### src/rtl/flash_therm_encoder_if.sv
// Result-side bus of the flash thermometer encoder: code, flags and handshake.
// Latency: n/a (wires only).
// Backpressure: code_ready from the consumer; overrun/clr_ovr report and clear drops.
interface flash_therm_encoder_if #(
    parameter int BITS = 3
);
    logic [BITS-1:0] code_out;
    logic            code_valid;
    logic            code_ready;
    logic            full_scale;
    logic            no_hit;
    logic            overrun;
    logic            clr_ovr;

    modport master (
        output code_out,
        output code_valid,
        output full_scale,
        output no_hit,
        output overrun,
        input  code_ready,
        input  clr_ovr
    );

    modport slave (
        input  code_out,
        input  code_valid,
        input  full_scale,
        input  no_hit,
        input  overrun,
        output code_ready,
        output clr_ovr
    );
endinterface

### src/rtl/flash_therm_encoder.sv
// Synchronises a flash-ADC thermometer word, bubble-corrects, priority-encodes and optionally averages it.
// Latency: strobe edge k -> result after edge k+1 (no averaging) or k+2 after the final averaged strobe.
// Backpressure: one-deep output register; a result arriving while held and not accepted is dropped and sets sticky overrun.
module flash_therm_encoder #(
    parameter int BITS        = 3,
    parameter int SYNC_STAGES = 2,
    parameter int BUBBLE_FIX  = 1,
    parameter int AVG_LOG2    = 0
) (
    input  logic                 clk,
    input  logic                 rst_n,
    input  logic [2**BITS-1:0]   therm_in,
    input  logic                 sample_en,
    flash_therm_encoder_if.master res
);
    localparam int W = 2**BITS;

    // Synchroniser chain; the last stage is the sampled word.
    logic [W-1:0] sync_q [SYNC_STAGES];
    logic [W-1:0] s;

    // Shift the raw comparator word through the synchroniser every cycle.
    always_ff @(posedge clk or negedge rst_n) begin
        if (!rst_n) begin
            for (int i = 0; i < SYNC_STAGES; i++) sync_q[i] <= '0;
        end else begin
            sync_q[0] <= therm_in;
            for (int i = 1; i < SYNC_STAGES; i++) sync_q[i] <= sync_q[i-1];
        end
    end

    assign s = sync_q[SYNC_STAGES-1];

    // Below bit 0 the ladder is implicitly exceeded, above the top it is not.
    logic [W+1:0] s_ext;
    logic [W-1:0] c;

    assign s_ext = {1'b0, s, 1'b1};

    // Three-input majority over each bit and its neighbours removes single-bit bubbles.
    always_comb begin
        c = s;
        if (BUBBLE_FIX != 0) begin
            for (int i = 0; i < W; i++) begin
                c[i] = (s_ext[i] & s_ext[i+1]) | (s_ext[i] & s_ext[i+2]) | (s_ext[i+1] & s_ext[i+2]);
            end
        end
    end

    // Priority encode: index of the highest set bit, 0 when nothing is set.
    logic [BITS-1:0] enc_code;
    always_comb begin
        enc_code = '0;
        for (int i = 0; i < W; i++) begin
            if (c[i]) enc_code = BITS'(i);
        end
    end

    // Stage E: capture one conversion per strobe.
    logic            e_vld;
    logic [BITS-1:0] e_code;
    logic            e_full;
    logic            e_nohit;

    // Register the encoded conversion and its flags when sample_en is high.
    always_ff @(posedge clk or negedge rst_n) begin
        if (!rst_n) begin
            e_vld   <= 1'b0;
            e_code  <= '0;
            e_full  <= 1'b0;
            e_nohit <= 1'b0;
        end else begin
            e_vld <= sample_en;
            if (sample_en) begin
                e_code  <= enc_code;
                e_full  <= c[W-1];
                e_nohit <= ~|c;
            end
        end
    end

    // Result presented to the output register.
    logic            r_vld;
    logic [BITS-1:0] r_code;
    logic            r_full;
    logic            r_nohit;

    if (AVG_LOG2 == 0) begin : g_pass
        assign r_vld   = e_vld;
        assign r_code  = e_code;
        assign r_full  = e_full;
        assign r_nohit = e_nohit;
    end else begin : g_avg
        // Worst case sum is 2**AVG_LOG2 * (2**BITS - 1), which fits this width.
        logic [BITS+AVG_LOG2-1:0] acc;
        logic [BITS+AVG_LOG2-1:0] sum;
        logic [AVG_LOG2-1:0]      cnt;
        logic                     a_vld;
        logic [BITS-1:0]          a_code;
        logic                     a_full;
        logic                     a_nohit;

        assign sum = acc + {{AVG_LOG2{1'b0}}, e_code};

        // Accumulate conversions; on the last one emit the truncated mean and restart.
        always_ff @(posedge clk or negedge rst_n) begin
            if (!rst_n) begin
                acc     <= '0;
                cnt     <= '0;
                a_vld   <= 1'b0;
                a_code  <= '0;
                a_full  <= 1'b0;
                a_nohit <= 1'b0;
            end else begin
                a_vld <= 1'b0;
                if (e_vld) begin
                    if (&cnt) begin
                        a_vld   <= 1'b1;
                        a_code  <= BITS'(sum >> AVG_LOG2);
                        a_full  <= e_full;
                        a_nohit <= e_nohit;
                        acc     <= '0;
                        cnt     <= '0;
                    end else begin
                        acc <= sum;
                        cnt <= cnt + 1'b1;
                    end
                end
            end
        end

        assign r_vld   = a_vld;
        assign r_code  = a_code;
        assign r_full  = a_full;
        assign r_nohit = a_nohit;
    end

    // Output holding register.
    logic            o_vld;
    logic [BITS-1:0] o_code;
    logic            o_full;
    logic            o_nohit;
    logic            o_ovr;

    // Load when empty or being drained; otherwise drop the new result and flag it.
    always_ff @(posedge clk or negedge rst_n) begin
        if (!rst_n) begin
            o_vld   <= 1'b0;
            o_code  <= '0;
            o_full  <= 1'b0;
            o_nohit <= 1'b0;
            o_ovr   <= 1'b0;
        end else begin
            if (r_vld && (!o_vld || res.code_ready)) begin
                o_vld   <= 1'b1;
                o_code  <= r_code;
                o_full  <= r_full;
                o_nohit <= r_nohit;
            end else if (!r_vld && o_vld && res.code_ready) begin
                o_vld <= 1'b0;
            end
            // A drop in the same cycle as a clear leaves the flag set.
            if (r_vld && o_vld && !res.code_ready) begin
                o_ovr <= 1'b1;
            end else if (res.clr_ovr) begin
                o_ovr <= 1'b0;
            end
        end
    end

    assign res.code_out   = o_code;
    assign res.code_valid = o_vld;
    assign res.full_scale = o_full;
    assign res.no_hit     = o_nohit;
    assign res.overrun    = o_ovr;
endmodule
### src/flat_wrapper.sv
// flat-port wrapper written by rule: the top's interface ports become plain ports
module flash_therm_encoder_flat 
#(
    parameter int BITS        = 3,
    parameter int SYNC_STAGES = 2,
    parameter int BUBBLE_FIX  = 1,
    parameter int AVG_LOG2    = 0
)
  (clk, rst_n, therm_in, sample_en, res_code_out, res_code_valid, res_full_scale, res_no_hit, res_overrun, res_code_ready, res_clr_ovr);
  flash_therm_encoder_if #(.BITS(BITS)) res_i ();
  input  logic clk;
  input  logic rst_n;
  input  logic [2**BITS-1:0] therm_in;
  input  logic sample_en;
  output wire logic [$bits(res_i.code_out)-1:0] res_code_out;
  output wire logic [$bits(res_i.code_valid)-1:0] res_code_valid;
  output wire logic [$bits(res_i.full_scale)-1:0] res_full_scale;
  output wire logic [$bits(res_i.no_hit)-1:0] res_no_hit;
  output wire logic [$bits(res_i.overrun)-1:0] res_overrun;
  input wire logic [$bits(res_i.code_ready)-1:0] res_code_ready;
  input wire logic [$bits(res_i.clr_ovr)-1:0] res_clr_ovr;
  assign res_code_out = res_i.code_out;
  assign res_code_valid = res_i.code_valid;
  assign res_full_scale = res_i.full_scale;
  assign res_no_hit = res_i.no_hit;
  assign res_overrun = res_i.overrun;
  assign res_i.code_ready = res_code_ready;
  assign res_i.clr_ovr = res_clr_ovr;
  flash_therm_encoder #(.BITS(BITS), .SYNC_STAGES(SYNC_STAGES), .BUBBLE_FIX(BUBBLE_FIX), .AVG_LOG2(AVG_LOG2)) u_core (.clk(clk), .rst_n(rst_n), .therm_in(therm_in), .sample_en(sample_en), .res(res_i));
endmodule
### config.mk
export PLATFORM = sky130hd
export DESIGN_NAME = flash_therm_encoder_flat
export DESIGN_NICKNAME = d
export VERILOG_FILES = /design/src/rtl/flash_therm_encoder_if.sv /design/src/rtl/flash_therm_encoder.sv /design/src/flat_wrapper.sv
export SDC_FILE = /design/constraint.sdc
export NUM_CORES = 1
export LEC_CHECK = 0
export ABC_AREA = 1
export BUFFER_PORTS_ARGS = -buffer_cell sky130_fd_sc_hd__buf_2
export CAP_MARGIN = 20
export CORE_ASPECT_RATIO = 1.5
export CORE_MARGIN = 2
export CORE_UTILIZATION = 40
export CTS_CLUSTER_DIAMETER = 30
export DETAILED_ROUTE_END_ITERATION = 6
export PLACE_DENSITY_LB_ADDON = 0.05
export REMOVE_ABC_BUFFERS = 1
export SLEW_MARGIN = 20
export SYNTH_ARGS = -nofsm -noshare
export SYNTH_HDL_FRONTEND = slang
export SYNTH_SLANG_ARGS = --single-unit
### constraint.sdc
create_clock -name clk -period 2 [get_ports clk]
set_clock_uncertainty 0.15 [all_clocks]
set_input_delay 0.1 -clock clk [delete_from_list [all_inputs] [get_ports clk]]
set_output_delay 0.1 -clock clk [all_outputs]
set_load 0.01 [all_outputs]
Word-level counts from Yosys, hierarchy flattened
Index checks and enable logic that the tools add are counted.
Storage, ports and cells
  register bits: 29
  input bits: 13
  word-level logic and storage cells: 62
Operators by class
  muxes and demuxes: 11
  bitwise logic cells: 27
  reduce and logical (&&, ||, !) cells: 13
Operators by type and width (number)
  $or 1x1->1: 14
  $and 1x1->1: 13
  $mux 3: 4
  $reduce_or 8->1: 1
  $logic_and 1x1->1: 5
  $mux 1: 5
  $logic_not 1->1: 4
  $mux 2: 2
  $reduce_bool 2->1: 2
  $logic_or 1x1->1: 1

Longest topological paths before layout
Gate-level depths: netlist of the first run.
  word-level depth: 10
  depth in mapped cells: 8

Worst setup path after synthesis of the first run
Ideal clock, no wire load.
  path type: register to register
  start: register u_core.o_vld (netlist: u_core.res.code_valid)
  end: register u_core.o_code[1] (netlist: u_core.res.code_out[1])
  setup time: 0.125 ns
  arrival: 0.904 ns
  data required time: 1.725 ns
  slack: 0.821 ns
  cell stages (with the launch flop): 4
  buffers on the path: 0
  clock period less this slack: 1.179 ns
  cell sequence: dfrtp_1 -> nand2_2 -> nand2_2 -> mux2_2
On the way
  cells in the longest elaborated chain, start to end: 3
Ends and longest elaborated chain
  start: declaration: RTL line flash_therm_encoder.sv:139  | logic o_vld;
  start signal: assignment: RTL line flash_therm_encoder.sv:148  | o_vld <= 1'b0;
  start signal: assignment: RTL line flash_therm_encoder.sv:155  | o_vld <= 1'b1;
  start signal: assignment: RTL line flash_therm_encoder.sv:160  | o_vld <= 1'b0;
  $logic_not 1->1: RTL line flash_therm_encoder.sv:154  | if (r_vld && (!o_vld || res.code_ready)) begin
  $logic_or 1x1->1: RTL line flash_therm_encoder.sv:154
  $logic_and 1x1->1: RTL line flash_therm_encoder.sv:154
  end signal: assignment: RTL line flash_therm_encoder.sv:156  | o_code <= r_code;
  end: declaration: RTL line flash_therm_encoder.sv:140  | logic [BITS-1:0] o_code;
No other way between the ends.
A chain may end at the register's enable or synchronous reset.

Worst setup path after layout of the first run
  start: input res_code_ready
  end: register u_core.o_ovr (netlist: u_core.res.overrun)
On the way
  cells in the longest elaborated chain, start to end: 3
Ends and longest elaborated chain
  start: declaration: RTL line flat_wrapper.sv:20  | input wire logic [$bits(res_i.code_ready)-1:0] res_code_ready;
  $logic_not 1->1 *: RTL line flash_therm_encoder.sv:163  | if (r_vld && o_vld && !res.code_ready) begin
  $logic_and 1x1->1 *: RTL line flash_therm_encoder.sv:163
  $mux 1 / $reduce_bool 2->1 (equally long branches)
  end signal: assignment: RTL line flash_therm_encoder.sv:152  | o_ovr <= 1'b0;
  end signal: assignment: RTL line flash_therm_encoder.sv:164  | o_ovr <= 1'b1;
  end signal: assignment: RTL line flash_therm_encoder.sv:166  | o_ovr <= 1'b0;
  end: declaration: RTL line flash_therm_encoder.sv:143  | logic o_ovr;
Every way passes the cells marked *; elsewhere a longest branch is shown, timed or not.

==> metrics.md, run 1 <==
| Metric | Value |
|---|---|
| Status | `complete, no violations` |
| Worst-path maximum fanout | `3` |
| # clock sinks | `29` |
| Post-synth EDFFs | `0` |
| Antenna violations before repair | `0` |
| Worst setup SP type | `input pin` |
| Post-synth top cells | `dfrtp_1, nand2_1, inv_1, o21ai_0, nor2_1` |
| Post-Route Setup TNS | `0 ns` |
| Final nets | `between 100 and 150` |
| Gpl congestion | `0.736` |
| Top delay family on crit path | `buffers and inverters` |
| Core Region | `0.00245 mm²` |
| Top cells by area, synth | `dfrtp_1, nand2_1, inv_1, o21ai_0, mux2_2` |
| Buf+Inv Stages, Crit Path | `4` |
| Drt total wl | `about 1500 µm` |
| Fin area | `between 0.001 and 0.0015 mm²` |
| Number of synthesized register bits | `29` |
| First-pass detailed-route iteration total | `3` |
| PwrDens | `~840 mW/mm²` |
| # port buffers | `19` |
| Starting Density | `approximately two fifths` |
| Htree depth | `2` |
| Fillers | `approximately 230` |
| Slowest CP cell | `dlygate4sd3_1` |
| Post-CTS Repair Setup Buffers | `0` |
| Worst-path clk slew | `approximately 0.080 ns` |
| Vias in the first global route | `744` |
| Routed vias | `between 700 and 800` |
| Top FF cell, synth | `dfrtp_1` |
| Die Wd | `~45 µm` |
| Total Power | `roughly 0.0011 W` |
| Rows | `22` |
| Routed length per instance | `a little under 10 µm` |
| Post-synth cell types | `16` |
| Critical path data required time | `between 2 and 2.5 ns` |
| Critical path arrival | `1.52 ns` |
| Final Hold Violating Endpoints | `0` |
| Largest net degree at the start of global routing | `30` |
| Crit path kind | `in -> reg` |
| Initial DRC count | `26` |
| DP HPWL | `around 1000 µm` |
| Area after DPL | `roughly 0.0011 mm²` |
| Gate Count Post-Synth | `91` |
| FF-to-FF path depth | `3` |
| Static leakage | `between 0.6 and 0.7 nW` |
| Slew Viols, Final | `0` |
| Fraction of registers with async set/reset | `between 90% and 100%` |
| Cts bufs inserted | `5` |
| Layout area overhead | `30.3%` |
| Critical-path cell list | `dlygate4sd3_1, buf_2, inv_1, nand2_2, o22ai_1, dlygate4sd3_1` |
| Final Setup Violations | `0` |
| Ports | `20` |
| Multi-input logic area | `~240 µm²` |
| Die area | `roughly 0.0030 mm²` |
| Synthesis Warnings | `0` |
| Global-route wire length before repair | `2820 µm` |
| Total track usage | `between 10% and 20%` |
| CP Capture Type | `register` |
| Share of the yosys chip area belonging to registers | `a little over two thirds` |
| Count leader, synth | `dfrtp_1` |
| Clock buffer depth | `2` |
| Residual DRC | `0` |
| CTS tree | `built` |
| Area of the mapped netlist | `0.00102 mm²` |
| Max-cap violations | `0` |
| Tightest Pin Transition | `a little over 0.6 ns` |
| Share of layout cells above drive strength 1 | `between 20% and 30%` |
| Fin crit share | `between 70% and 80%` |
| Antenna violation net count after detailed routing | `0` |
| Slew HR | `between 50% and 60%` |
| CP peak stage delay | `0.57 ns` |
| Cell taking the most area after synthesis | `dfrtp_1` |
| Final core utilization | `54.5%` |
| Critical path's most frequent cell | `dlygate4sd3_1` |
| N_diodes | `0` |
| GRT overflow | `0` |
| Yosys top cell area share | `approximately 71%` |
| IR drop worst, VDD | `~570 µV` |
| Syn avg cell area | `between 10 and 15 µm²` |
| Max Clk Rate | `about 700 MHz` |
| CTS root buf | `clkbuf_4` |
| Drt via density | `roughly 4.8` |
| Worst min path class | `in -> async` |
| Register area | `about 730 µm²` |
| Unrepaired setup endpoints after global routing | `no` |
| Die height | `approximately 66 µm` |
| Crit path depth | `6` |
| Clk_lat worst skew | `~0.31 ns` |
| Min cycle time layout | `between 1 and 1.5 ns` |
-- flip-flops by register name (all words and copies together) (netlist names) --
name,count
u_core.e_code,3
u_core.e_full,1
u_core.e_nohit,1
u_core.e_vld,1
u_core.res.code_out,3
u_core.res.code_valid,1
u_core.res.full_scale,1
u_core.res.no_hit,1
u_core.res.overrun,1
u_core.s,8
u_core.sync_q,8
-- power breakdown --
part,internal (W),switching [W]
sequential,0.000629,0.0000200
combinational,0.0000637,0.0000680
clock,0.000165,0.000171
-- cell families (layout without fill, tap and decap cells) --
group,Yosys count,in the layout,synth area share [%]
AND/OR/NAND/NOR,33,33,13.4
flip-flops,29,29,70.8
buffers and inverters,15,54,5.50
AO/OA/AOI/OAI,12,12,8.06
multiplexers,2,2,2.20
-- metal layers --
metal / GRT usage [%] / vias up / wire, µm
met1: 10.9 / 350 / 536
met5: 0 / - / 0
met2: 25.4 / 22 / 833
li1: - / 358 / -
met3: 6.56 / 6 / 92
met4: 8.82 / 0 / 53
-- per-stage QoR --
step,std cells,hold slack (ns),setup slack (ns)
after floorplan,91,-0.346,0.821
after global placement,134,0.000366,0.832
after detailed placement,134,0.00239,0.814
after CTS,154,0.193,0.583
after global routing,154,0.207,0.508
final,154,0.185,0.584
-- worst paths after layout --
kind | to | slack [ns] | startpoint
worst min-delay path | u_core.e_code[2] | 0.18 | rst_n
worst max register to register | u_core.res.overrun | 0.64 | u_core.res.code_valid
worst min register to register | u_core.s[1] | 0.20 | u_core.sync_q[9]
max in group asynchronous | u_core.sync_q[15] | 1.11 | rst_n
min in group clk | u_core.s[1] | 0.20 | u_core.sync_q[9]
worst max-delay path | u_core.res.overrun | 0.58 | res_code_ready
-- layout by cell type (no fill, tap or decap) --
master          n
a21oi_2         2
nor2_1          3
o22ai_1         1
a22oi_1         1
buf_2          19
inv_2           2
dlygate4sd3_1  13
nand4_1         1
clkbuf_1        1
nand2_1        24
o21ai_0         6
a21oi_1         1
a21oi_4         1
inv_1          13
mux2_2          2
clkbuf_4        5
nor2_2          2
nand3_1         1
dfrtp_1        29
nand2_2         2
clkbuf_8        1
-- layout make-up --
type                            count  share of cell area, %
Tap cell                           24                   2.25
Inverter                           15                   4.22
Multi-Input combinational cell     47                   18.2
Timing Repair Buffer               32                   16.9
Sequential cell                    29                   54.4
Clock buffer                        7                   4.12
-- worst reg2reg max path, cell delays in order (launching register included) --
cell,delay (ns)
dfrtp_1,0.39
nand2_2,0.09
o22ai_1,0.06
dlygate4sd3_1,0.56
-- repair_timing --
item / in CTS / in global routing
hold buffers: 13 / 0
resized for setup: 0 / 0
hold endpoints to repair: 45 / 0
(Power assumes the default switching activity.)
==> run 2: changes to the inputs <==
==> constraint.sdc (replaced) <==
create_clock -name clk -period 1.45 [get_ports clk]
set_clock_uncertainty 0.15 [all_clocks]
set_input_delay 0.0725 -clock clk [delete_from_list [all_inputs] [get_ports clk]]
set_output_delay 0.0725 -clock clk [all_outputs]
set_load 0.01 [all_outputs]
==> metrics.md, run 2 (same netlist as run 1, synthesis figures left out) <==
| Metric | Value |
|---|---|
| Int Pwr | `0.00118 W` |
| Vias in the first global route | `749` |
| Layout area overhead | `29.3%` |
| Antenna violation net count after detailed routing | `0` |
| PwrDens | `1160 mW/mm²` |
| First-pass detailed-route iteration total | `2` |
| Critical path's most frequent cell | `nand2_2` |
| Ports | `20` |
| CP Capture Type | `register` |
| Core Region | `0.00245 mm²` |
| Net Switching | `between 0.0003 and 0.0004 W` |
| Fin area | `0.00133 mm²` |
| Rows | `22` |
| Clk_lat worst skew | `between 0.3 and 0.4 ns` |
| IR drop worst, VDD | `just under 700 µV` |
| Residual DRC | `0` |
| Fillers | `220` |
| Die Wd | `between 40 and 50 µm` |
| # clock sinks | `29` |
| Sw frac | `a little under a quarter` |
| GRT overflow | `0` |
| Commonest non-fill, non-tap cell in the layout | `dfrtp_1` |
| Clock buffer depth | `2` |
| Htree depth | `2` |
| Die height | `between 60 and 70 µm` |
| Drt via density | `4.74` |
| Critical path arrival | `1.33 ns` |
| Share of layout cells above drive strength 1 | `27.9%` |
| FF-to-FF path depth | `7` |
| Antenna violations before repair | `0` |
| Critical path data required time | `around 1.5 ns` |
| Slew HR | `roughly three fifths` |
| Max Clk Rate | `785 MHz` |
| Post-Route Setup TNS | `0 ns` |
| Critical-path cell list | `dlygate4sd3_1, buf_2, inv_1, nand2_2, nand2_2, mux2_2` |
| Final nets | `between 100 and 150` |
| Worst R2R Setup Slack | `roughly 0.25 ns` |
| Max-cap violations | `0` |
| Tightest Pin Transition | `0.602 ns` |
| Crit path kind | `in -> reg` |
| Worst-path maximum fanout | `8` |
| Drt total wl | `approximately 1500 µm` |
| Starting Density | `41.8%` |
| Cts bufs inserted | `5` |
| Global-route wire length before repair | `about 2800 µm` |
| Routed vias | `~730` |
| Worst min path class | `in -> async` |
| Unrepaired setup endpoints after global routing | `no` |
| Worst setup SP type | `input pin` |
| Reg power frac | `58.2%` |
| Static leakage | `about 0.69 nW` |
| Slowest CP cell | `dlygate4sd3_1` |
| Gpl congestion | `roughly 0.74` |
| Combinational Power Share | `between 10% and 20%` |
| Reg-to-Reg Start | `u_core.s[3]` |
| # port buffers | `19` |
| CTS root buf | `clkbuf_4` |
| Commonest non-fill, non-tap cells in the layout | `dfrtp_1, nand2_1, buf_2, inv_1, dlygate4sd3_1` |
| CP peak stage delay | `approximately 0.54 ns` |
| CP Capture Point | `u_core.res.code_out[1]` |
| Initial DRC count | `16` |
| CTS tree | `built` |
| Die area | `between 0.002 and 0.003 mm²` |
| Final Setup Violations | `0` |
| Status | `complete, no violations` |
| Worst r2r dst | `u_core.e_code[1]` |
| Area after DPL | `0.00115 mm²` |
| Final Hold Violating Endpoints | `0` |
| N_diodes | `0` |
| Fin crit share | `between 80% and 90%` |
| Min cycle time layout | `about 1.3 ns` |
| Routed length per instance | `10.1 µm` |
| Clock share of power | `30.2%` |
| Buf+Inv Stages, Crit Path | `3` |
| DP HPWL | `around 1000 µm` |
| Slew Viols, Final | `0` |
| Critical path launch point | `res_code_ready` |
| Worst-path clk slew | `~0.07 ns` |
| Total track usage | `~14%` |
| Top delay family on crit path | `buffers and inverters` |
| Crit path depth | `6` |
| Largest net degree at the start of global routing | `30` |
## run 2: worst register-to-register path, delay by kind of cell, from the launching register on
| kind | cells | cell delay, ns |
|---|---|---|
| flip-flops | 1 | 0.40 |
| AO/OA/AOI/OAI | 1 | 0.11 |
| buffers and inverters | 1 | 0.05 |
| AND/OR/NAND/NOR | 5 | 0.43 |
## run 2: how the worst min path moves through the flow
stage                     start               endpoint  cells after the start
after floorplan           rst_n       u_core.e_code[0]                      0
final                     rst_n  u_core.res.code_valid                      2
after detailed placement  rst_n  u_core.res.code_valid                      1
after global placement    rst_n  u_core.res.code_valid                      1
after CTS                 rst_n  u_core.res.code_valid                      2
after global routing      rst_n            u_core.s[1]                      2
## run 2: power by group through the flow
stage          clock (W)  sequential, W  combinational (W)
2_1_floorplan          0       0.000921          0.0000753
3_3_place_gp           0       0.000910           0.000154
5_1_grt         0.000526       0.000904           0.000209
6_report        0.000464       0.000895           0.000178
4_1_cts         0.000497       0.000897           0.000186
3_5_place_dp           0       0.000913           0.000157
## run 2: layout make-up
cell class,instances,area (µm²),area share (%)
inverters,15,56.3,4.25
flip-flops and latches,29,726,54.8
well taps,24,30.0,2.27
multi-input cells,47,243,18.3
clock buffers,7,55.1,4.15
repair buffers,31,215,16.2
## run 2: metrics by stage
| stage | hold WS [ns] | utilization, % | cells | power, W | setup slack [ns] |
|---|---|---|---|---|---|
| floorplan | -0.373 | - | 91 | 0.000996 | 0.271 |
| global placement | -0.0286 | 46.9 | 134 | 0.00106 | 0.282 |
| detailed placement | -0.0271 | 46.9 | 134 | 0.00107 | 0.264 |
| CTS | 0.158 | 54.5 | 154 | 0.00158 | 0.0887 |
| global route | 0.207 | 54.1 | 153 | 0.00164 | 0.113 |
| finish | 0.145 | 54.1 | 153 | 0.00154 | 0.176 |
## run 2: timing repair
action | in CTS | in global routing
setup endpoints to repair | 0 | 1
gates resized for setup | 0 | 0
hold buffers | 13 | 0
endpoints found under the hold margin | 45 | 0
buffers inserted | 0 | 0
## run 2: per-layer routing
| metal | track usage (%) | routed length, µm | vias up |
|---|---|---|---|
| li1 | - | - | 358 |
| met1 | 10.7 | 524 | 341 |
| met2 | 26.4 | 875 | 21 |
| met3 | 5.74 | 88 | 5 |
| met4 | 8.82 | 52 | 0 |
| met5 | 0 | 0 | - |
